<file path="src/rtl/feedback_filter.sv">
// feedback_filter: synchronizes and debounces an 8-bit asynchronous status
// vector, then presents it on feedbak_sig with a snapshot/freeze handshake.
// Optional macro FEEDBACK_STICKY_EN: bits [5:2] of feedbak_sig latch high in
// IDLE and only reload from the filtered value on a HOLD->IDLE transition.
module feedback_filter #(
    parameter int SAMPLE_DIV = 1000,
    parameter int STABLE_CNT = 4
) (
    input  logic       clk,
    input  logic       rst,
    input  logic [7:0] raw_sig,
    input  logic       snap_req,
    output logic       snap_ack,
    output logic [7:0] feedbak_sig,
    output logic       sig_changed
);

    localparam logic [0:0]  ST_IDLE  = 1'b0;
    localparam logic [0:0]  ST_HOLD  = 1'b1;
    localparam logic [15:0] DIV_LAST = 16'(SAMPLE_DIV - 1);
    localparam logic [3:0]  RUN_LAST = 4'(STABLE_CNT - 1);

    logic [7:0]  sync1_q, sync1_d;
    logic [7:0]  sync2_q, sync2_d;
    logic [15:0] cnt_q, cnt_d;
    logic        tick;
    logic [7:0]  filt_q, filt_d;
    logic [3:0]  run_q [8];
    logic [3:0]  run_d [8];
    logic        chg_q, chg_d;
    logic [0:0]  state_q, state_d;
    logic        ack_q, ack_d;
    logic [7:0]  fb_q, fb_d;

    // Two-flop synchronizer: raw_sig is never used before the second stage.
    always_comb begin
        sync1_d = raw_sig;
        sync2_d = sync1_q;
    end

    // Sample-tick divider; with SAMPLE_DIV=1 the tick is high every cycle.
    assign tick = (cnt_q == DIV_LAST);
    always_comb begin
        cnt_d = tick ? 16'd0 : cnt_q + 16'd1;
    end

    // Per-bit debounce: a bit flips only after STABLE_CNT consecutive differing
    // ticks; any agreeing tick in between clears the run (glitch rejection).
    always_comb begin
        filt_d = filt_q;
        for (int i = 0; i < 8; i++) begin
            run_d[i] = run_q[i];
            if (tick) begin
                if (sync2_q[i] != filt_q[i]) begin
                    if (run_q[i] == RUN_LAST) begin
                        filt_d[i] = sync2_q[i];
                        run_d[i]  = 4'd0;
                    end else begin
                        run_d[i] = run_q[i] + 4'd1;
                    end
                end else begin
                    run_d[i] = 4'd0;
                end
            end
        end
        // One pulse no matter how many bits flip together.
        chg_d = |(filt_d ^ filt_q);
    end

    // Snapshot FSM: IDLE tracks the filtered vector, HOLD freezes the output.
    always_comb begin
        state_d = state_q;
        fb_d    = fb_q;
        case (state_q)
            ST_IDLE: begin
                if (snap_req) begin
                    state_d = ST_HOLD;
                end else begin
`ifdef FEEDBACK_STICKY_EN
                    fb_d      = filt_q;
                    fb_d[5:2] = filt_q[5:2] | fb_q[5:2];
`else
                    fb_d = filt_q;
`endif
                end
            end
            default: begin
                if (!snap_req) begin
                    state_d = ST_IDLE;
                    // Leaving HOLD reloads every bit, including sticky ones.
                    fb_d    = filt_q;
                end
            end
        endcase
        ack_d = (state_d == ST_HOLD);
    end

    // All state registers; reset clears everything and wins over any HOLD.
    always_ff @(posedge clk) begin
        if (rst) begin
            sync1_q <= 8'd0;
            sync2_q <= 8'd0;
            cnt_q   <= 16'd0;
            filt_q  <= 8'd0;
            for (int i = 0; i < 8; i++) begin
                run_q[i] <= 4'd0;
            end
            chg_q   <= 1'b0;
            state_q <= ST_IDLE;
            ack_q   <= 1'b0;
            fb_q    <= 8'd0;
        end else begin
            sync1_q <= sync1_d;
            sync2_q <= sync2_d;
            cnt_q   <= cnt_d;
            filt_q  <= filt_d;
            for (int i = 0; i < 8; i++) begin
                run_q[i] <= run_d[i];
            end
            chg_q   <= chg_d;
            state_q <= state_d;
            ack_q   <= ack_d;
            fb_q    <= fb_d;
        end
    end

    assign snap_ack    = ack_q;
    assign feedbak_sig = fb_q;
    assign sig_changed = chg_q;

endmodule

</file>
<file path="config.mk">
export PLATFORM = sky130hd
export DESIGN_NAME = feedback_filter
export DESIGN_NICKNAME = d
export VERILOG_FILES = /design/src/rtl/feedback_filter.sv
export SDC_FILE = /design/constraint.sdc
export NUM_CORES = 1
export LEC_CHECK = 0
export CAP_MARGIN = 20
export CORE_MARGIN = 3
export CORE_UTILIZATION = 62
export CTS_CLUSTER_DIAMETER = 60
export DETAILED_ROUTE_END_ITERATION = 10
export DONT_BUFFER_PORTS = 1
export PLACE_DENSITY = 0.8
export SYNTH_ARGS = -nofsm -noshare
export SYNTH_HDL_FRONTEND = slang
export SYNTH_SLANG_ARGS = --single-unit
</file>
<file path="constraint.sdc">
create_clock -name clk -period 2.55 [get_ports clk]
set_input_delay 0.3825 -clock clk [delete_from_list [all_inputs] [get_ports clk]]
set_output_delay 0.3825 -clock clk [all_outputs]
set_load 0.1 [all_outputs]
</file>
# == Yosys cells after proc, flatten, opt, wreduce, memory -nomap -nowiden ==
# Memory sizes are Yosys's and may differ from the RTL's.
# Index checks and enable logic that the tools add are counted.
# totals
in_bits,11
out_inout_bits,10
ff_bits,50
ram_bits,32
n_memories,1
mem_bits_ro,0
latchBits,0
wordCells,105
# op_classes
shifts,0
n_mul,0
order_cmp,0
div,0
mux,60
reduce_logical,2
addsub,9
eq_ne,17
bitwise,9
# mem_list
memory,words,word_bits,rd,rd_ports_with_merged_regs,write_ports,line,source
run_q,8,4,8,0,8,28,logic [3:0] run_q [8];
# op_table
cell,n
4-bit 2-to-1 mux,32
"4-bit by 1-bit adder with 4-bit output, second input constant",8
"4-bit by 2-bit equality test with 1-bit output, second input constant",8
1-bit 2-to-1 mux,28
"16-bit by 1-bit adder with 16-bit output, second input constant",1
"16-bit by 10-bit equality test with 1-bit output, second input constant",1
1-bit inequality test,8
1-bit bitwise OR,8
8-bit OR reduction,1
8-bit bitwise XOR,1
2-bit OR reduction,1

# == Depth between registers and ports, before layout ==
# logic_depth
ltp_word,6
mapped_depth,7
ltp_nobuf,5

# == Worst setup path before layout ==
# No wires, ideal clock.
# synth_timing
path_type,register to register
start,register cnt_q[0]
end,"memory run_q[2][3], in the netlist run_q[0][11]"
stages_incl_launch_ff,7
synth_period_minus_slack_ps,1856
setup_slack_ps,694
required_ps,2480
setup_ps,70
arrival_ps,1786
path_buffers,1
cell_sequence,dfxtp_1 ha_1 nand4_1 nand4b_4 buf_6 or4_1 a21oi_1
# synth_rtl
element,line,source
"start, declared",25,"logic [15:0] cnt_q, cnt_d;"
"start signal, assigned",115,cnt_q <= cnt_d;
"end, declared",28,

==> impl_metrics.toml <==
[clocking]
clk_latency_ns = 0.35
clockBufferDepth = 2
cts_root_buf = "clkbuf_8"
cts_buffers = 9
clock-sinks = 82
ctsHoldBuffers = 0
cts_resized = 0
clkTransAtPathRegs_ns = 0.09
cts_tree = "yes"
htreeDepth = 3
post-cts-setup-buffer-count = 0

[yosys]
synth_enable_flop_cells = 0
ys_ff_latch = 82
syn_nets = 408
syn_inst = 388
ys.flop_type = "dfxtp_1"
synth_cell_types = 38
yosysTopAreaCellShare = 0.458
synthTopCellsByArea = "dfxtp_1 46%, nor2b_1 5.6%, a21oi_1 4.6%"
synth_common_cells = "82 x dfxtp_1, 33 x a21oi_1, 32 x nor2_1, 32 x nor2b_1, 24 x o21ai_0"
post-synth-top-count-cell = "dfxtp_1"
synthArstFlopShare = 0
mappedNetlistArea_sq_um = 3580
synth.avg_cell_area_sq_um = 9.23
ys_seq_area_frac = 0.458
yosysWarnings = 0
yosysTopAreaCell = "dfxtp_1"

[global_routing]
grt_pass1_vias = 2493
grt_use_total = 0.214
grt-ovfl-total = 0
grt_antenna_before_repair = 0
grt_start_max_net_pins = 76
grt_pass1_wl_um = 11100

[sta]
finalHoldViolations = 0
fmax_mhz = 416
finClkSkew_ns = 0.0108
tns_ns = 0
hold_slack_ns = 0.0935
rsz0062_at_grt = "no"
maxSlewViolCount = 0
min_period_ns = 2.40
relSlewSlack = 0.356
worst_slew_pin_slew_ns = 0.964
setup_violations = 0
fin_crit_sh = 0.942

[die]
fp.dieH_um = 82.0
start_util = 0.647
chipWidth_um = 82.0
core-area_sq_um = 5540
ios = 21
die_area_sq_um = 6730
num_rows = 27

[detailed_routing]
postRouteAntennaNets = 0
drt-initial-drc-count = 224
routed_wl_um = 6690
dr.pass1.iters = 5
drc = 0
vias = 2742
via_per_inst = 5.91
wire_per_inst_um = 14.4

[finish]
drive_gt1_frac = 0.0944
nFillCells = 444
layout.nets = 407
fin_util = 0.697
synthToLayoutAreaGrowth_pct = 7.75
antenna_cells = 0

[setup_path]
r2r_cells = 5
worstPathMaxFanout = 42
rr_endpoint = "run_q[0][15]"
rr_startpoint = "cnt_q[0]"
rrSetupSlack_ns = 0.15
crit_arrival_ns = 2.68
worstSetupPathType = "flop to flop"
required_ns = 2.83
start_kind = "flop"
end_kind = "flop"

[placed_design]
place.gp.congestion = 0.852
portBuffers = 0
hpwlAfterDp_um = 4290

[pwr]
power.density_nw_per_um2 = 616
intPower_mw = 1.87
power_mw = 2.38
seqPwrFrac = 0.552
p_clk_frac = 0.429
switching_share = 0.214
power_switching_mw = 0.508
peakVddDrop_v = 0.000628
p_leak_nw = 1.33
combPwrFrac = 0.019

[run]
maxCapViolations = 0

[hold_path]
hp-class = "input port to flop"
hp-start = "rst"
hold_depth = 1
hold-path-endpoint = "sync1_q[7]"

[run_status]
outcome = "finished clean"
-- layer usage --
metal | part of all wire | track usage | wire length [um]
met5 | 0 | 0 | 0
met4 | 0.017 | 0.101 | 117
met3 | 0.028 | 0.0373 | 187
met2 | 0.48 | 0.357 | 3230
met1 | 0.47 | 0.267 | 3160
-- power groups by stage --
stage | sequential (mW) | combinational, mW | clock [mW]
floorplan | 1.34 | 0.0548 | 0
global placement | 1.34 | 0.0430 | 0
detailed placement | 1.34 | 0.0447 | 0
CTS | 1.31 | 0.0450 | 1.04
global route | 1.32 | 0.0505 | 1.09
finish | 1.31 | 0.0447 | 1.02
-- worst max-delay path, stage by stage (launching register included) --
cell      delay, ns
dfxtp_1        0.41
ha_1           0.26
nand4_1        0.24
nand4b_4       0.55
or4_1          0.66
a21oi_1        0.20
-- layout by cell type, fill, tap and decap left out, types with 4 or more instances in the layout --
cell type,count
xor2_1,7
o21ai_0,24
nand4_1,5
nor2b_1,32
inv_1,10
or3b_2,11
o41ai_1,8
or3_1,9
a21oi_1,33
or3b_1,5
o22ai_1,4
nand3_1,16
nand3b_1,8
nand2_1,19
nor2_1,32
dfxtp_1,82
xnor2_1,14
buf_4,7
clkbuf_8,9
ha_1,9
mux2i_1,8
or4_1,9
or4b_1,8
-- registers in the layout, indices dropped and copies added, names as in the netlist --
| name | flops |
|---|---|
| cnt_q | 16 |
| feedbak_sig | 8 |
| filt_q | 8 |
| run_q | 32 |
| sig_changed | 1 |
| snap_ack | 1 |
| sync1_q | 8 |
| sync2_q | 8 |
-- cells by family (layout without fill, tap and decap cells) --
family	Yosys count	count (layout)	share of synthesized area
compound gates	71	71	0.110
xor+xnor	21	21	0.0513
fa+ha+maj	9	9	0.0314
buf+inv	29	33	0.0339
flops	82	82	0.458
mux	8	8	0.0224
simple gates	168	168	0.293
-- worst max-delay path by stage --
stage / start / end
after CTS: cnt_q[0] / run_q[0][15]
after global routing: cnt_q[0] / run_q[0][15]
after floorplan: cnt_q[0] / run_q[0][11]
after global placement: cnt_q[0] / run_q[0][11]
final: cnt_q[0] / run_q[0][15]
after detailed placement: cnt_q[0] / run_q[0][15]
-- through the flow --
step,worst slack (ns),cell area (sq um),instances
after detailed placement,0.193,3640,448
after global placement,0.374,3640,448
after global routing,0.00986,3860,464
after CTS,0.149,3860,464
after floorplan,0.694,3580,388
final,0.149,3860,464
-- final cells by class --
class / instances / area, sq um / share of cell area
multi-input combinational: 277 / 1820 / 0.471
sequential: 82 / 1640 / 0.425
clock buffer: 10 / 128 / 0.0331
clock inverter: 6 / 91.3 / 0.0237
tap: 72 / 90.1 / 0.0233
timing repair buffer: 7 / 52.6 / 0.0136
inverter: 10 / 37.5 / 0.00972
(Power assumes the default switching activity.)
